==> src/rtl/surf_cmd_pkg.sv <==
// Shared field layout and types for the SURF command unsplicer.
// Holds the CIN word field offsets/widths, the run-command encoding,
// the reserved-bit mask and the firmware-byte stream payload.
package surf_cmd_pkg;

    localparam int unsigned CMD_W      = 32;
    localparam int unsigned RUN_LSB    = 0;
    localparam int unsigned RUN_W      = 2;
    localparam int unsigned TRIG_LSB   = 2;
    localparam int unsigned TRIG_W     = 15;
    localparam int unsigned TRIG_V_BIT = 17;
    localparam int unsigned FW_LSB     = 18;
    localparam int unsigned FW_W       = 8;
    localparam int unsigned MARK_LSB   = 26;
    localparam int unsigned MARK_W     = 2;
    localparam int unsigned FW_V_BIT   = 28;
    localparam int unsigned PPS_BIT    = 29;

    localparam logic [CMD_W-1:0] RSVD_MASK = 32'hC000_0000;

    typedef enum logic [RUN_W-1:0] {
        RUNCMD_NOP   = 2'd0,
        RUNCMD_START = 2'd1,
        RUNCMD_STOP  = 2'd2,
        RUNCMD_RESET = 2'd3
    } runcmd_e;

    // Firmware stream payload: mark bits ride above the data byte.
    typedef struct packed {
        logic [MARK_W-1:0] mark;
        logic [FW_W-1:0]   data;
    } fw_item_t;

    localparam int unsigned FW_ITEM_W = $bits(fw_item_t);

endpackage

==> src/rtl/surf_cmd_fifo.sv <==
// Synchronous first-word-fall-through FIFO with flush.
// Ports:
//   clk_i, rst_n_i     clock, async active-low reset
//   flush_i            empties the FIFO (wins over read/write)
//   wr_en_i/wr_data_i  write request; dropped when full unless a read frees a slot
//   rd_en_i            pop head (ignored when empty)
//   rd_data_o          head of queue
//   valid_o            FIFO not empty
//   drop_o             write request rejected this cycle (combinational)
module surf_cmd_fifo #(
    parameter int unsigned WIDTH = 8,
    parameter int unsigned DEPTH = 4
) (
    input  logic             clk_i,
    input  logic             rst_n_i,
    input  logic             flush_i,
    input  logic             wr_en_i,
    input  logic [WIDTH-1:0] wr_data_i,
    input  logic             rd_en_i,
    output logic [WIDTH-1:0] rd_data_o,
    output logic             valid_o,
    output logic             drop_o
);

    localparam int unsigned PTR_W    = (DEPTH > 1) ? $clog2(DEPTH) : 1;
    localparam int unsigned CNT_BITS = $clog2(DEPTH) + 1;

    logic [WIDTH-1:0]    mem_q [DEPTH];
    logic [PTR_W-1:0]    wr_ptr_q;
    logic [PTR_W-1:0]    rd_ptr_q;
    logic [CNT_BITS-1:0] count_q;
    logic [CNT_BITS-1:0] count_d;
    logic                valid_q;
    logic                rd_fire;
    logic                wr_fire;

    // Occupancy tracking; a full FIFO still accepts when the head leaves this cycle.
    always_comb begin
        rd_fire = rd_en_i && valid_q;
        wr_fire = wr_en_i && ((count_q != CNT_BITS'(DEPTH)) || rd_fire);
        drop_o  = wr_en_i && !flush_i && !wr_fire;
        count_d = count_q;
        case ({wr_fire, rd_fire})
            2'b10:   count_d = count_q + CNT_BITS'(1);
            2'b01:   count_d = count_q - CNT_BITS'(1);
            default: count_d = count_q;
        endcase
    end

    // Storage and pointers; pointers wrap naturally since DEPTH is a power of two.
    always_ff @(posedge clk_i or negedge rst_n_i) begin
        if (!rst_n_i) begin
            for (int i = 0; i < int'(DEPTH); i++) begin
                mem_q[i] <= '0;
            end
            wr_ptr_q <= '0;
            rd_ptr_q <= '0;
            count_q  <= '0;
            valid_q  <= 1'b0;
        end else if (flush_i) begin
            wr_ptr_q <= '0;
            rd_ptr_q <= '0;
            count_q  <= '0;
            valid_q  <= 1'b0;
        end else begin
            if (wr_fire) begin
                mem_q[wr_ptr_q] <= wr_data_i;
                wr_ptr_q        <= wr_ptr_q + PTR_W'(1);
            end
            if (rd_fire) begin
                rd_ptr_q <= rd_ptr_q + PTR_W'(1);
            end
            count_q <= count_d;
            valid_q <= (count_d != '0);
        end
    end

    assign rd_data_o = mem_q[rd_ptr_q];
    assign valid_o   = valid_q;

endmodule

==> src/rtl/surf_cmd_unsplice.sv <==
// SURF-side decoder for the 32-bit spliced CIN command word.
// Registers each accepted word, then routes its fields to a run-command
// holding register, trigger and firmware-byte FIFOs, and a PPS pulse.
// Ports:
//   sysclk_i, rst_n_i                     clock, async active-low reset
//   command_i/command_valid_i             command word and slot strobe
//   command_locked_i                      link lock; loss flushes all streams
//   m_runcmd_*, m_trig_*, m_fw_*          AXI4S-min output streams
//   pps_o                                 one-cycle PPS pulse
//   fmt_err_cnt_o, ovf_cnt_o, cnt_clr_i   saturating counters and clear
module surf_cmd_unsplice
    import surf_cmd_pkg::*;
#(
    parameter int unsigned FIFO_DEPTH = 4,
    parameter int unsigned CNT_W      = 16
) (
    input  logic                sysclk_i,
    input  logic                rst_n_i,
    input  logic [CMD_W-1:0]    command_i,
    input  logic                command_valid_i,
    input  logic                command_locked_i,
    output logic [RUN_W-1:0]    m_runcmd_tdata,
    output logic                m_runcmd_tvalid,
    input  logic                m_runcmd_tready,
    output logic [TRIG_W-1:0]   m_trig_tdata,
    output logic                m_trig_tvalid,
    input  logic                m_trig_tready,
    output logic [FW_W-1:0]     m_fw_tdata,
    output logic [MARK_W-1:0]   m_fw_tuser,
    output logic                m_fw_tvalid,
    input  logic                m_fw_tready,
    output logic                pps_o,
    output logic [CNT_W-1:0]    fmt_err_cnt_o,
    output logic [CNT_W-1:0]    ovf_cnt_o,
    input  logic                cnt_clr_i
);

    localparam int unsigned SUM_W = CNT_W + 1;

    // Decode stage
    runcmd_e             dec_run_q,    dec_run_d;
    logic                dec_trig_v_q, dec_trig_v_d;
    logic [TRIG_W-1:0]   dec_trig_q,   dec_trig_d;
    logic                dec_fw_v_q,   dec_fw_v_d;
    fw_item_t            dec_fw_q,     dec_fw_d;
    logic                pps_q,        pps_d;
    logic                fmt_hit;

    // Run-command holder
    runcmd_e             run_data_q,   run_data_d;
    logic                run_valid_q,  run_valid_d;
    logic                run_ovf;
    logic                run_hs;

    // Counters
    logic [CNT_W-1:0]    fmt_cnt_q,    fmt_cnt_d;
    logic [CNT_W-1:0]    ovf_cnt_q,    ovf_cnt_d;
    logic [SUM_W-1:0]    fmt_sum;
    logic [SUM_W-1:0]    ovf_sum;
    logic [1:0]          ovf_inc;

    // FIFO hookup
    logic                flush;
    logic                trig_drop;
    logic                fw_drop;
    fw_item_t            fw_head;

    // Decode only on a strobe while locked; unaccepted slots leave nothing behind.
    always_comb begin
        dec_run_d    = RUNCMD_NOP;
        dec_trig_v_d = 1'b0;
        dec_trig_d   = '0;
        dec_fw_v_d   = 1'b0;
        dec_fw_d     = '0;
        pps_d        = 1'b0;
        fmt_hit      = 1'b0;
        if (command_valid_i && command_locked_i) begin
            dec_run_d     = runcmd_e'(command_i[RUN_LSB +: RUN_W]);
            dec_trig_v_d  = command_i[TRIG_V_BIT];
            dec_trig_d    = command_i[TRIG_LSB +: TRIG_W];
            dec_fw_v_d    = command_i[FW_V_BIT];
            dec_fw_d.data = command_i[FW_LSB +: FW_W];
            dec_fw_d.mark = command_i[MARK_LSB +: MARK_W];
            pps_d         = command_i[PPS_BIT];
            fmt_hit       = |(command_i & RSVD_MASK);
        end
    end

    // Loss of lock flushes every stream on the following edge.
    assign flush  = !command_locked_i;
    assign run_hs = run_valid_q && m_runcmd_tready;

    // Run-command holder: newest command wins; overwrite of an unconsumed one counts as overflow.
    always_comb begin
        run_data_d  = run_data_q;
        run_valid_d = run_valid_q;
        run_ovf     = 1'b0;
        if (flush) begin
            run_data_d  = RUNCMD_NOP;
            run_valid_d = 1'b0;
        end else if (dec_run_q != RUNCMD_NOP) begin
            run_ovf     = run_valid_q && !run_hs;
            run_data_d  = dec_run_q;
            run_valid_d = 1'b1;
        end else if (run_hs) begin
            run_data_d  = RUNCMD_NOP;
            run_valid_d = 1'b0;
        end
    end

    // Saturating counters; clear takes priority over any increment.
    always_comb begin
        ovf_inc = {1'b0, run_ovf} + {1'b0, trig_drop} + {1'b0, fw_drop};
        fmt_sum = {1'b0, fmt_cnt_q} + SUM_W'(fmt_hit);
        ovf_sum = {1'b0, ovf_cnt_q} + SUM_W'(ovf_inc);
        fmt_cnt_d = fmt_sum[CNT_W] ? '1 : fmt_sum[CNT_W-1:0];
        ovf_cnt_d = ovf_sum[CNT_W] ? '1 : ovf_sum[CNT_W-1:0];
        if (cnt_clr_i) begin
            fmt_cnt_d = '0;
            ovf_cnt_d = '0;
        end
    end

    always_ff @(posedge sysclk_i or negedge rst_n_i) begin
        if (!rst_n_i) begin
            dec_run_q    <= RUNCMD_NOP;
            dec_trig_v_q <= 1'b0;
            dec_trig_q   <= '0;
            dec_fw_v_q   <= 1'b0;
            dec_fw_q     <= '0;
            pps_q        <= 1'b0;
            run_data_q   <= RUNCMD_NOP;
            run_valid_q  <= 1'b0;
            fmt_cnt_q    <= '0;
            ovf_cnt_q    <= '0;
        end else begin
            dec_run_q    <= dec_run_d;
            dec_trig_v_q <= dec_trig_v_d;
            dec_trig_q   <= dec_trig_d;
            dec_fw_v_q   <= dec_fw_v_d;
            dec_fw_q     <= dec_fw_d;
            pps_q        <= pps_d;
            run_data_q   <= run_data_d;
            run_valid_q  <= run_valid_d;
            fmt_cnt_q    <= fmt_cnt_d;
            ovf_cnt_q    <= ovf_cnt_d;
        end
    end

    surf_cmd_fifo #(
        .WIDTH (TRIG_W),
        .DEPTH (FIFO_DEPTH)
    ) u_trig_fifo (
        .clk_i     (sysclk_i),
        .rst_n_i   (rst_n_i),
        .flush_i   (flush),
        .wr_en_i   (dec_trig_v_q),
        .wr_data_i (dec_trig_q),
        .rd_en_i   (m_trig_tready),
        .rd_data_o (m_trig_tdata),
        .valid_o   (m_trig_tvalid),
        .drop_o    (trig_drop)
    );

    surf_cmd_fifo #(
        .WIDTH (FW_ITEM_W),
        .DEPTH (FIFO_DEPTH)
    ) u_fw_fifo (
        .clk_i     (sysclk_i),
        .rst_n_i   (rst_n_i),
        .flush_i   (flush),
        .wr_en_i   (dec_fw_v_q),
        .wr_data_i (dec_fw_q),
        .rd_en_i   (m_fw_tready),
        .rd_data_o (fw_head),
        .valid_o   (m_fw_tvalid),
        .drop_o    (fw_drop)
    );

    assign m_runcmd_tdata  = run_data_q;
    assign m_runcmd_tvalid = run_valid_q;
    assign m_fw_tdata      = fw_head.data;
    assign m_fw_tuser      = fw_head.mark;
    assign pps_o           = pps_q;
    assign fmt_err_cnt_o   = fmt_cnt_q;
    assign ovf_cnt_o       = ovf_cnt_q;

endmodule

==> config.mk <==
export PLATFORM = sky130hd
export DESIGN_NAME = surf_cmd_unsplice
export DESIGN_NICKNAME = d
export VERILOG_FILES = /design/src/rtl/surf_cmd_pkg.sv /design/src/rtl/surf_cmd_fifo.sv /design/src/rtl/surf_cmd_unsplice.sv
export SDC_FILE = /design/constraint.sdc
export NUM_CORES = 1
export LEC_CHECK = 0
export ABC_AREA = 1
export BUFFER_PORTS_ARGS = -buffer_cell sky130_fd_sc_hd__buf_2
export CORE_ASPECT_RATIO = 0.8
export CORE_MARGIN = 2
export CORE_UTILIZATION = 53
export DETAILED_ROUTE_END_ITERATION = 8
export PLACE_DENSITY = 0.82
export SLEW_MARGIN = 20
export SYNTH_ARGS = -nofsm -noshare
export SYNTH_HDL_FRONTEND = slang
export SYNTH_HIERARCHICAL = 1
export SYNTH_SLANG_ARGS = --single-unit
==> constraint.sdc <==
create_clock -name sysclk_i -period 2.7 [get_ports sysclk_i]
set_input_delay 0.135 -clock sysclk_i [delete_from_list [all_inputs] [get_ports sysclk_i]]
set_output_delay 0.135 -clock sysclk_i [all_outputs]
set_load 0.1 [all_outputs]
==> results of run 1 <==
power by group through the flow:
stage,clock (W),sequential (W),combinational [W]
6_report,0.00238,0.00296,0.00215
2_1_floorplan,0,0.00314,0.00152
5_1_grt,0.00252,0.00298,0.00228
4_1_cts,0.00241,0.00296,0.00214
3_3_place_gp,0,0.00300,0.00208
3_5_place_dp,0,0.00301,0.00209
final cells by class:
| cell class | instances | share of cell area, % |
|---|---|---|
| clock buffers | 20 | 4.39 |
| flip-flops and latches | 181 | 43.6 |
| well taps | 215 | 2.59 |
| clock inverters | 12 | 0.987 |
| repair buffers | 159 | 10.2 |
| multi-input cells | 719 | 34.5 |
| inverters | 100 | 3.66 |
placed cells by master, fill, tap and decap left out, types with 2 or more instances in the layout:
cell	n
a21oi_1	15
a21oi_2	14
buf_12	3
buf_2	101
buf_4	21
clkbuf_16	17
clkbuf_8	2
clkinv_2	5
clkinvlp_4	4
dfrtp_1	179
dlygate4sd3_1	33
fa_1	3
ha_1	13
inv_1	97
inv_2	2
inv_6	3
nand2_1	379
nand2_2	2
nand2_4	3
nand3_1	21
nand3_2	2
nand3_4	5
nand4_1	10
nand4_2	4
nand4_4	3
nor2_1	112
nor2_2	2
nor2_4	13
o21ai_0	65
o21ai_1	5
o22ai_1	25
xnor2_1	6
xor2_1	11
worst paths after layout:
path                            cells past startpoint  slack, ns                                   to
worst max-delay path                               14       0.06              ovf_cnt_o[11]$_DFF_PN0_
worst min register to register                      2       0.48      u_fw_fifo/mem_q[14]$_DFFE_PN0P_
max in group asynchronous                           3       1.77    u_trig_fifo/mem_q[59]$_DFFE_PN0P_
min in group asynchronous                           2       0.25       u_fw_fifo/mem_q[8]$_DFFE_PN0P_
worst min-delay path                                3       0.03  u_trig_fifo/rd_ptr_q[0]$_DFFE_PN0P_
worst max register to register                     14       0.06              ovf_cnt_o[11]$_DFF_PN0_
worst max-delay path, cell delays in order (launching register included):
cell	delay, ns
dfrtp_4	0.49
nand2_4	0.10
nand3_4	0.09
nand2_4	0.10
nand2_4	0.06
nor2_4	0.10
fa_1	0.42
ha_2	0.22
fa_2	0.38
nand3_4	0.15
nor2_8	0.06
nand4_4	0.12
nand2_1	0.07
o21ai_1	0.12
inv_1	0.05
registers in the layout (all words and copies together) (netlist names), 2 cells and up:
name and cells:
u_fw_fifo/rd_ptr_q 2, m_runcmd_tdata 2, u_trig_fifo/rd_ptr_q 2, dec_run_q 2
dec_trig_q 15, u_fw_fifo/wr_ptr_q 2, ovf_cnt_o 16, u_fw_fifo/mem_q 40
dec_fw_q 10, u_trig_fifo/mem_q 60, fmt_err_cnt_o 16, u_trig_fifo/count_q 3
u_trig_fifo/wr_ptr_q 2, u_fw_fifo/count_q 3
cell families after synthesis:
family | after synthesis
AOI/OAI and AO/OA | 125
xor gates and xnor gates | 17
adders and majority gates | 18
buffers and inverters | 131
DFF | 181
and+or+nand+nor | 557
per-stage QoR:
step,instances,total power (W)
finish,1406,0.00749
floorplan,1029,0.00466
global placement,1335,0.00508
CTS,1401,0.00751
detailed placement,1335,0.00510
global route,1406,0.00778
timing repair:
action,4_1_cts,5_1_grt
hold buffers,33,0
endpoints found under the hold margin,88,0
setup endpoints to repair,6,14
pin swaps,0,4
buffers inserted,0,4
resized for setup,0,5
cloned,1,1
layer usage:
metal,track usage [%],up-vias
met5,0,-
met2,39.9,267
met3,4.50,40
met4,7.58,0
li1,-,3519
met1,35.1,3446
==> results.yml, run 1 <==
drt:
  wl_um: 20900
  drtPass1Iterations: 5
  wl_met1_um: 9380
  via_count: 7272
  wl_met3_um: 1280
  drc: 0
  routed.top_layer: "met4"
  viasPerCell: 5.17
  antenna_left: 0
  drt_iter0_drc: 559
  routedWlPerCell_um: 14.8
  wl_met2_um: 9780
finish:
  fillers: 1276
  areaGrowthSynthToFinish_pct: 20.6
  multi_input_area_sq_um: 3590
  nets: 1236
  finish.instance_area_sq_um: 10400
  antenna_cells: 0
  layout-drive-gt1-share_pct: 18.0
  seq_area_sq_um: 4530
  post-route-util_pct: 65.6
sta:
  slew_headroom_pct: 62.3
  setup_ws_ns: 0.0638
  setup_viol: 0
  fin_worst_skew_ns: 0.00765
  fin_setup_tns_ns: 0
  hold_viol: 0
  slew_viol_final: 0
  hold_ws_ns: 0.0303
  rsz0062_at_grt: "yes"
  worstMarginPinSlew_ns: 0.565
  min_period_ns: 2.64
  max_freq_mhz: 379
  period_share_pct: 97.6
clock_tree:
  clockBufferDepth: 2
  cts_sinks: 181
  clkTransAtPathRegs_ns: 0.07
  worstSkewPairLatency_ns: 0.43
  cts_buffers: 17
  cts_tree: "built"
  htree_levels: 4
  cts-root-buf: "clkbuf_16"
yosys:
  synth_compound_area_share_pct: 8.25
  synth_most_common_cell: "nand2_1"
  yosys-mux-area-fraction_pct: 0
  synth_edf_count: 0
  synth-main-ff-cell: "dfrtp_1"
  synthSimpleGateAreaFrac_pct: 27.9
  synth_xor_area_share_pct: 1.73
  yosysWarnings: 6
  syn-num-nets: 1087
  ys_seq_elements: 181
  yosys.area_share.adder_pct: 2.96
  synth_top_family_by_area: "simple AND/OR/NAND/NOR gates"
  syn_area_sq_um: 8620
  async_reset_ff_share_pct: 100
  synth_cell_types: 34
  syn_inst: 1029
  synth_common_cells: "nand2_1 (382), dfrtp_1 (181), nor2_1 (113)"
  synthTopCellsByArea: "dfrtp_1 (53%), nand2_1 (17%), nor2_1 (4.9%)"
  synth_top_cell_by_area: "dfrtp_1"
  postSynthAreaPerCell_sq_um: 8.38
  synth_seq_area_share_pct: 52.6
  netlist.area_leader.share_pct: 52.6
critical_path:
  cp_data_arrival_time_ns: 2.96
  endpoint_kind: "flop"
  critPathKind: "flop to flop"
  r2r-start: "u_fw_fifo/valid_o$_DFF_PN0_"
  setup.worst_path.start: "u_fw_fifo/valid_o$_DFF_PN0_"
  cp_max_fo: 5
  start_kind: "flop"
  required_ns: 3.02
placement:
  post_dp_cell_area_sq_um: 9430
  gp_congestion: 0.836
  dp_hpwl_um: 13100
  io_buffers: 102
  pre_cts_ws_ns: 0.00669
status:
  status: "finished, final reports clean"
pwr:
  switching_share_pct: 38.4
  seq_power_share_pct: 39.5
  intPower_w: 0.00461
  p_comb_share_pct: 28.7
  power_density_nw_per_um2: 720
  max-vdd-ir-drop_uv: 422
  p_switching_w: 0.00288
  clockPowerShare_pct: 31.8
  p_leak_nw: 5.71
global_routing:
  grt_use_total_pct: 25.0
  grt_max_degree: 59
  grt_pass1_wl_um: 34800
  antenna_found_initial: 0
  grt-ovfl-total: 0
  grt_pass1_vias: 7129
hold_path:
  hp-start: "m_trig_tready"
  holdCritPathClass: "input pin to flop"
die:
  coreArea_sq_um: 15900
  io_pins: 103
  chipWidth_um: 147
  die_h_um: 118
  num_rows: 41
  initial_utilization_pct: 54.4
  dieArea_sq_um: 17300
job:
  drv_cap: 0
(Power assumes the default switching activity.)
==> run 2: changes to the inputs <==
MAX_ROUTING_LAYER = met4   (was default)
==> results.yml, run 2 (synthesis results as in run 1) <==
sta:
  hold_ws_ns: 0.0306
  hold_viol: 0
  min_period_ns: 2.65
  fin_setup_tns_ns: 0
  fin_worst_skew_ns: 0.00885
  worstMarginPinSlew_ns: 0.580
  setup_ws_ns: 0.0514
  slew_viol_final: 0
  slew_headroom_pct: 61.3
  period_share_pct: 98.1
  setup_viol: 0
  max_freq_mhz: 378
  rsz0062_at_grt: "yes"
critical_path:
  required_ns: 3.02
  critPathKind: "flop to flop"
  endpoint_kind: "flop"
  cp_max_fo: 5
  rrSetupSlack_ns: 0.05
  cp_data_arrival_time_ns: 2.97
  start_kind: "flop"
global_routing:
  grt_max_degree: 59
  grt_use_total_pct: 25.7
  grt_pass1_vias: 7122
  grt_pass1_wl_um: 34800
  grt-ovfl-total: 0
  antenna_found_initial: 0
finish:
  most-common-layout-cells: "nand2_1 (379), dfrtp_1 (179), nor2_1 (112)"
  antenna_cells: 0
  fillers: 1276
  regMostFlops: "u_trig_fifo/mem_q"
  final_cells: 1406
  areaGrowthSynthToFinish_pct: 20.6
  layout-drive-gt1-share_pct: 18.0
  top_regs: "u_trig_fifo/mem_q (60), u_fw_fifo/mem_q (40)"
  seq_area_sq_um: 4530
  multi_input_area_sq_um: 3590
  largest_reg_flops: 60
  layout_commonest_cell: "nand2_1"
  nets: 1236
drt:
  wl_um: 20900
  via_count: 7279
  viasPerCell: 5.18
  drt_iter0_drc: 632
  drc: 0
  routedWlPerCell_um: 14.8
  drtPass1Iterations: 6
  antenna_left: 0
die:
  coreArea_sq_um: 15900
  io_pins: 103
  die_h_um: 118
  num_rows: 41
  dieArea_sq_um: 17300
  chipWidth_um: 147
  initial_utilization_pct: 54.4
pwr:
  power_density_nw_per_um2: 720
  power_w: 0.00749
  p_leak_nw: 5.71
  max-vdd-ir-drop_uv: 419
job:
  drv_cap: 0
placement:
  io_buffers: 102
  pre_cts_ws_ns: 0.00669
  dp_hpwl_um: 13100
  gp_congestion: 0.849
  placed_cells_incl_taps: 1335
clock_tree:
  cts-root-buf: "clkbuf_16"
  clockBufferDepth: 2
  cts_buffers: 17
  htree_levels: 4
  cts_tree: "built"
  worstSkewPairLatency_ns: 0.43
  clkTransAtPathRegs_ns: 0.07
  cts_sinks: 181
status:
  status: "finished, final reports clean"
hold_path:
  holdCritPathClass: "input pin to flop"
==> run 2: routing by layer <==
metal	share of wire, %	track usage [%]	wire length, um	up-vias
met5	0	-	0	-
met4	2.0	7.58	408	0
met3	6.3	4.61	1310	38
met2	47	39.8	9820	258
met1	45	35.2	9340	3466
li1	-	-	-	3517
==> run 2: what timing repair did <==
action | CTS | global route
endpoints found under the hold margin | 88 | 0
gates cloned | 1 | 1
gates resized for setup | 0 | 5
pin swaps | 0 | 4
hold buffers | 33 | 0
setup buffers | 0 | 4
setup endpoints to repair | 6 | 14
==> run 2: path summary, 6_finish.rpt <==
kind / from / cells after the start / end
worst min-delay path: m_trig_tready / 3 / u_trig_fifo/rd_ptr_q[0]$_DFFE_PN0P_
worst max register to register: u_fw_fifo/valid_o$_DFF_PN0_ / 14 / ovf_cnt_o[11]$_DFF_PN0_
max in group asynchronous: rst_n_i / 3 / u_trig_fifo/valid_o$_DFF_PN0_
worst max-delay path: u_fw_fifo/valid_o$_DFF_PN0_ / 14 / ovf_cnt_o[11]$_DFF_PN0_
min in group asynchronous: rst_n_i / 2 / u_fw_fifo/mem_q[8]$_DFFE_PN0P_
worst min register to register: u_fw_fifo/mem_q[14]$_DFFE_PN0P_ / 2 / u_fw_fifo/mem_q[14]$_DFFE_PN0P_
==> run 2: where the power goes <==
part	internal [W]	total [W]	switching, W	leakage (nW)
combinational	0.000439	0.00215	0.00171	2.95
sequential	0.00286	0.00296	0.000105	2.49
clock	0.00132	0.00238	0.00106	0.268
==> run 2: stage by stage <==
step                      area [sq um]  util, %
after floorplan                   8640        -
after detailed placement          9430     59.5
after global routing             10400     65.6
after CTS                        10300     65.2
final                            10400     65.6
after global placement            9430     59.5
==> run 2: area by class of cell <==
cell class / count / share of cell area (%)
multi-input cells: 719 / 34.5
flip-flops and latches: 181 / 43.6
well taps: 215 / 2.59
clock buffers: 20 / 4.39
inverters: 100 / 3.66
clock inverters: 12 / 0.987
repair buffers: 159 / 10.2
==> run 2: worst max-delay path, stage by stage, from the launching register on <==
cell	delay [ns]
dfrtp_4	0.49
nand2_4	0.10
nand3_4	0.09
nand2_4	0.10
nand2_4	0.06
nor2_4	0.10
fa_1	0.42
ha_2	0.22
fa_2	0.38
nand3_4	0.15
nor2_8	0.06
nand4_4	0.13
nand2_1	0.07
o21ai_1	0.13
inv_1	0.05
==> run 3: changes to the inputs <==
CORE_UTILIZATION = 52   (was 53)
PLACE_DENSITY = 0.81   (was 0.82)
SYNTH_HIERARCHICAL = default   (was 1)
==> results.yml, run 3 <==
status:
  status: "finished, final reports clean"
global_routing:
  antenna_found_initial: 0
  grt-ovfl-total: 0
  grt_use_total_pct: 24.5
  grt_util_met1_pct: 34.4
  grt_pass1_vias: 6452
  grt_pass1_wl_um: 31200
  grt_busiest_layer: "met2"
  met3_usage_pct: 4.59
  grt_max_degree: 65
  gr-usage-met2_pct: 36.5
clock_tree:
  htree_levels: 4
  cts_tree: "built"
  clkTransAtPathRegs_ns: 0.06
  cts_buffers: 17
  cts-root-buf: "clkbuf_16"
  worstSkewPairLatency_ns: 0.43
  cts_sinks: 181
  clockBufferDepth: 2
sta:
  slew_headroom_pct: 52.6
  worstMarginPinSlew_ns: 0.709
  period_share_pct: 98.4
  min_period_ns: 2.66
  fin_worst_skew_ns: 0.0115
  setup_viol: 0
  hold_viol: 0
  max_freq_mhz: 376
  rsz0062_at_grt: "yes"
  slew_viol_final: 0
finish:
  most-common-layout-cells: "nand2_1 (197), dfrtp_1 (178), nor2_1 (125)"
  seq_area_sq_um: 4540
  post-route-util_pct: 63.8
  layout_commonest_cell: "nand2_1"
  regMostFlops: "u_trig_fifo.mem_q"
  nets: 1146
  multi_input_area_sq_um: 3140
  fillers: 1281
  antenna_cells: 0
  layout-drive-gt1-share_pct: 16.9
  top_regs: "u_trig_fifo.mem_q (60), u_fw_fifo.mem_q (40)"
  areaGrowthSynthToFinish_pct: 21.3
  largest_reg_flops: 60
drt:
  drt_iter0_drc: 468
  drc: 0
  wl_um: 18700
  viasPerCell: 5.15
  drtPass1Iterations: 6
  via_count: 6776
  antenna_left: 0
  routedWlPerCell_um: 14.2
pwr:
  power_w: 0.00708
  max-vdd-ir-drop_uv: 426
  p_leak_nw: 4.95
  power_density_nw_per_um2: 711
yosys:
  synth-main-ff-cell: "dfrtp_1"
  postSynthAreaPerCell_sq_um: 8.58
  synthTopCellsByArea: "dfrtp_1 (55%), nand2_1 (9.1%), nor2_1 (5.8%)"
  synth_most_common_cell: "nand2_1"
  synth_seq_area_share_pct: 55.2
  yosysWarnings: 0
  syn-num-nets: 1014
  synth_edf_count: 0
  synth_top_cell_by_area: "dfrtp_1"
  ys_seq_elements: 181
  syn_area_sq_um: 8210
  async_reset_ff_share_pct: 100
  syn_inst: 956
  netlist.area_leader.share_pct: 55.2
  synth_common_cells: "nand2_1 (200), dfrtp_1 (181), nor2_1 (126)"
  synth_cell_types: 27
die:
  io_pins: 103
  num_rows: 41
  die_h_um: 116
  coreArea_sq_um: 15600
  dieArea_sq_um: 16800
  chipWidth_um: 144
  initial_utilization_pct: 52.6
critical_path:
  r2r-start: "u_fw_fifo.count_q[1]$_DFF_PN0_"
  cp_slowest_cell: "fa_1"
  cp_data_arrival_time_ns: 2.94
  cp_cell_sequence: "nor2_2 -> nand3_4 -> a21oi_4 -> nand2_2 -> fa_1 -> inv_2 -> ha_4 -> fa_2 -> nand3_2 -> nor2_4 -> nand2_1 -> xor2_1 -> a21oi_1"
  cp_num_buf_inv: 1
  cp_max_fo: 4
  start_kind: "flop"
  worstReg2RegEnd: "ovf_cnt_o[10]$_DFF_PN0_"
  required_ns: 2.99
  cp_top_family: "adder cells"
  r2r_cells: 13
  slowest_delay_ns: 0.50
  critPathKind: "flop to flop"
  rrSetupSlack_ns: 0.04
  endpoint_kind: "flop"
placement:
  io_buffers: 102
  gp_congestion: 0.871
  dp_hpwl_um: 12000
hold_path:
  whs_endpoint: "u_trig_fifo.rd_ptr_q[0]$_DFFE_PN0P_"
  hp-start: "m_trig_tready"
  min_path_cells: 3
  holdCritPathClass: "input pin to flop"
job:
  drv_cap: 0
-- run 3: changes by cell type in the layout (fill, tap and decap cells not counted), sizes merged, moves of 4 or more --
cell,previous run,this run
nand4,17,6
nand3,28,22
inv,102,113
nor3,1,5
nor2,128,134
o21ai,70,162
nand2,384,201
-- run 3: what timing repair did --
| action | in CTS | in global routing |
|---|---|---|
| buffers inserted | 2 | 3 |
| pin swaps | 2 | 4 |
| hold buffers | 31 | 0 |
| resized for setup | 1 | 12 |
| hold endpoints to repair | 84 | 0 |
| setup endpoints to repair | 9 | 16 |
-- run 3: power by group --
part	leakage, nW	internal (W)	switching (W)
logic	2.19	0.000369	0.00141
registers	2.49	0.00284	0.0000739
clock network	0.269	0.00133	0.00106
total	4.95	0.00453	0.00254
-- run 3: worst register-to-register path, cell delays in order (launching register included) --
cell     delay [ns]
dfrtp_1        0.39
nor2_2         0.19
nand3_4        0.11
a21oi_4        0.15
nand2_2        0.10
fa_1           0.50
inv_2          0.05
ha_4           0.16
fa_2           0.40
nand3_2        0.13
nor2_4         0.05
nand2_1        0.07
xor2_1         0.15
a21oi_1        0.08
-- run 3: worst max path at each step --
stage                         endpoint  cells past startpoint                      startpoint  slack (ns)
2_1_floorplan   ovf_cnt_o[9]$_DFF_PN0_                     15     u_fw_fifo.valid_o$_DFF_PN0_       -0.05
3_3_place_gp   ovf_cnt_o[11]$_DFF_PN0_                     14     u_fw_fifo.valid_o$_DFF_PN0_        0.06
3_5_place_dp    ovf_cnt_o[5]$_DFF_PN0_                     13     u_fw_fifo.valid_o$_DFF_PN0_       -0.07
4_1_cts         ovf_cnt_o[5]$_DFF_PN0_                     13     u_fw_fifo.valid_o$_DFF_PN0_       0.009
5_1_grt        ovf_cnt_o[11]$_DFF_PN0_                     14  u_fw_fifo.count_q[1]$_DFF_PN0_       -0.07
6_report       ovf_cnt_o[10]$_DFF_PN0_                     13  u_fw_fifo.count_q[1]$_DFF_PN0_        0.04
-- run 3: cell families after synthesis --
logic type      count (synthesis)  share of synthesized area, %
compound gates                215                          13.6
xor+xnor                       20                          2.13
fa+ha+maj                      18                          3.11
buf+inv                       152                          7.46
flops                         181                          55.2
mux                             2                         0.244
simple gates                  368                          18.2
-- run 3: final cells by class --
| cell class | instances | share of cell area, % |
|---|---|---|
| Sequential cell | 181 | 45.6 |
| Multi-Input combinational cell | 623 | 31.6 |
| Timing Repair Buffer | 155 | 10.3 |
| Clock buffer | 19 | 4.55 |
| Tap cell | 215 | 2.70 |
| Inverter | 110 | 4.15 |
| Clock inverter | 13 | 1.22 |
-- run 3: metal layers --
metal | share of wire (%) | up-vias
li1 | - | 3315
met1 | 46 | 3196
met2 | 46 | 231
met3 | 6.4 | 34
met4 | 1.9 | 0
met5 | 0 | -
-- run 3: through the flow --
stage	TNS, ns	area (sq um)	instances	hold slack [ns]	setup WS [ns]
6_report	0	9950	1316	0.0609	0.0424
5_1_grt	-0.707	9950	1316	0.0554	-0.0682
4_1_cts	0	9890	1313	0.0431	0.00882
3_5_place_dp	-0.285	8990	1248	0.133	-0.0707
3_3_place_gp	0	8990	1248	0.133	0.0572
2_1_floorplan	-0.0923	8250	956	-0.161	-0.0510
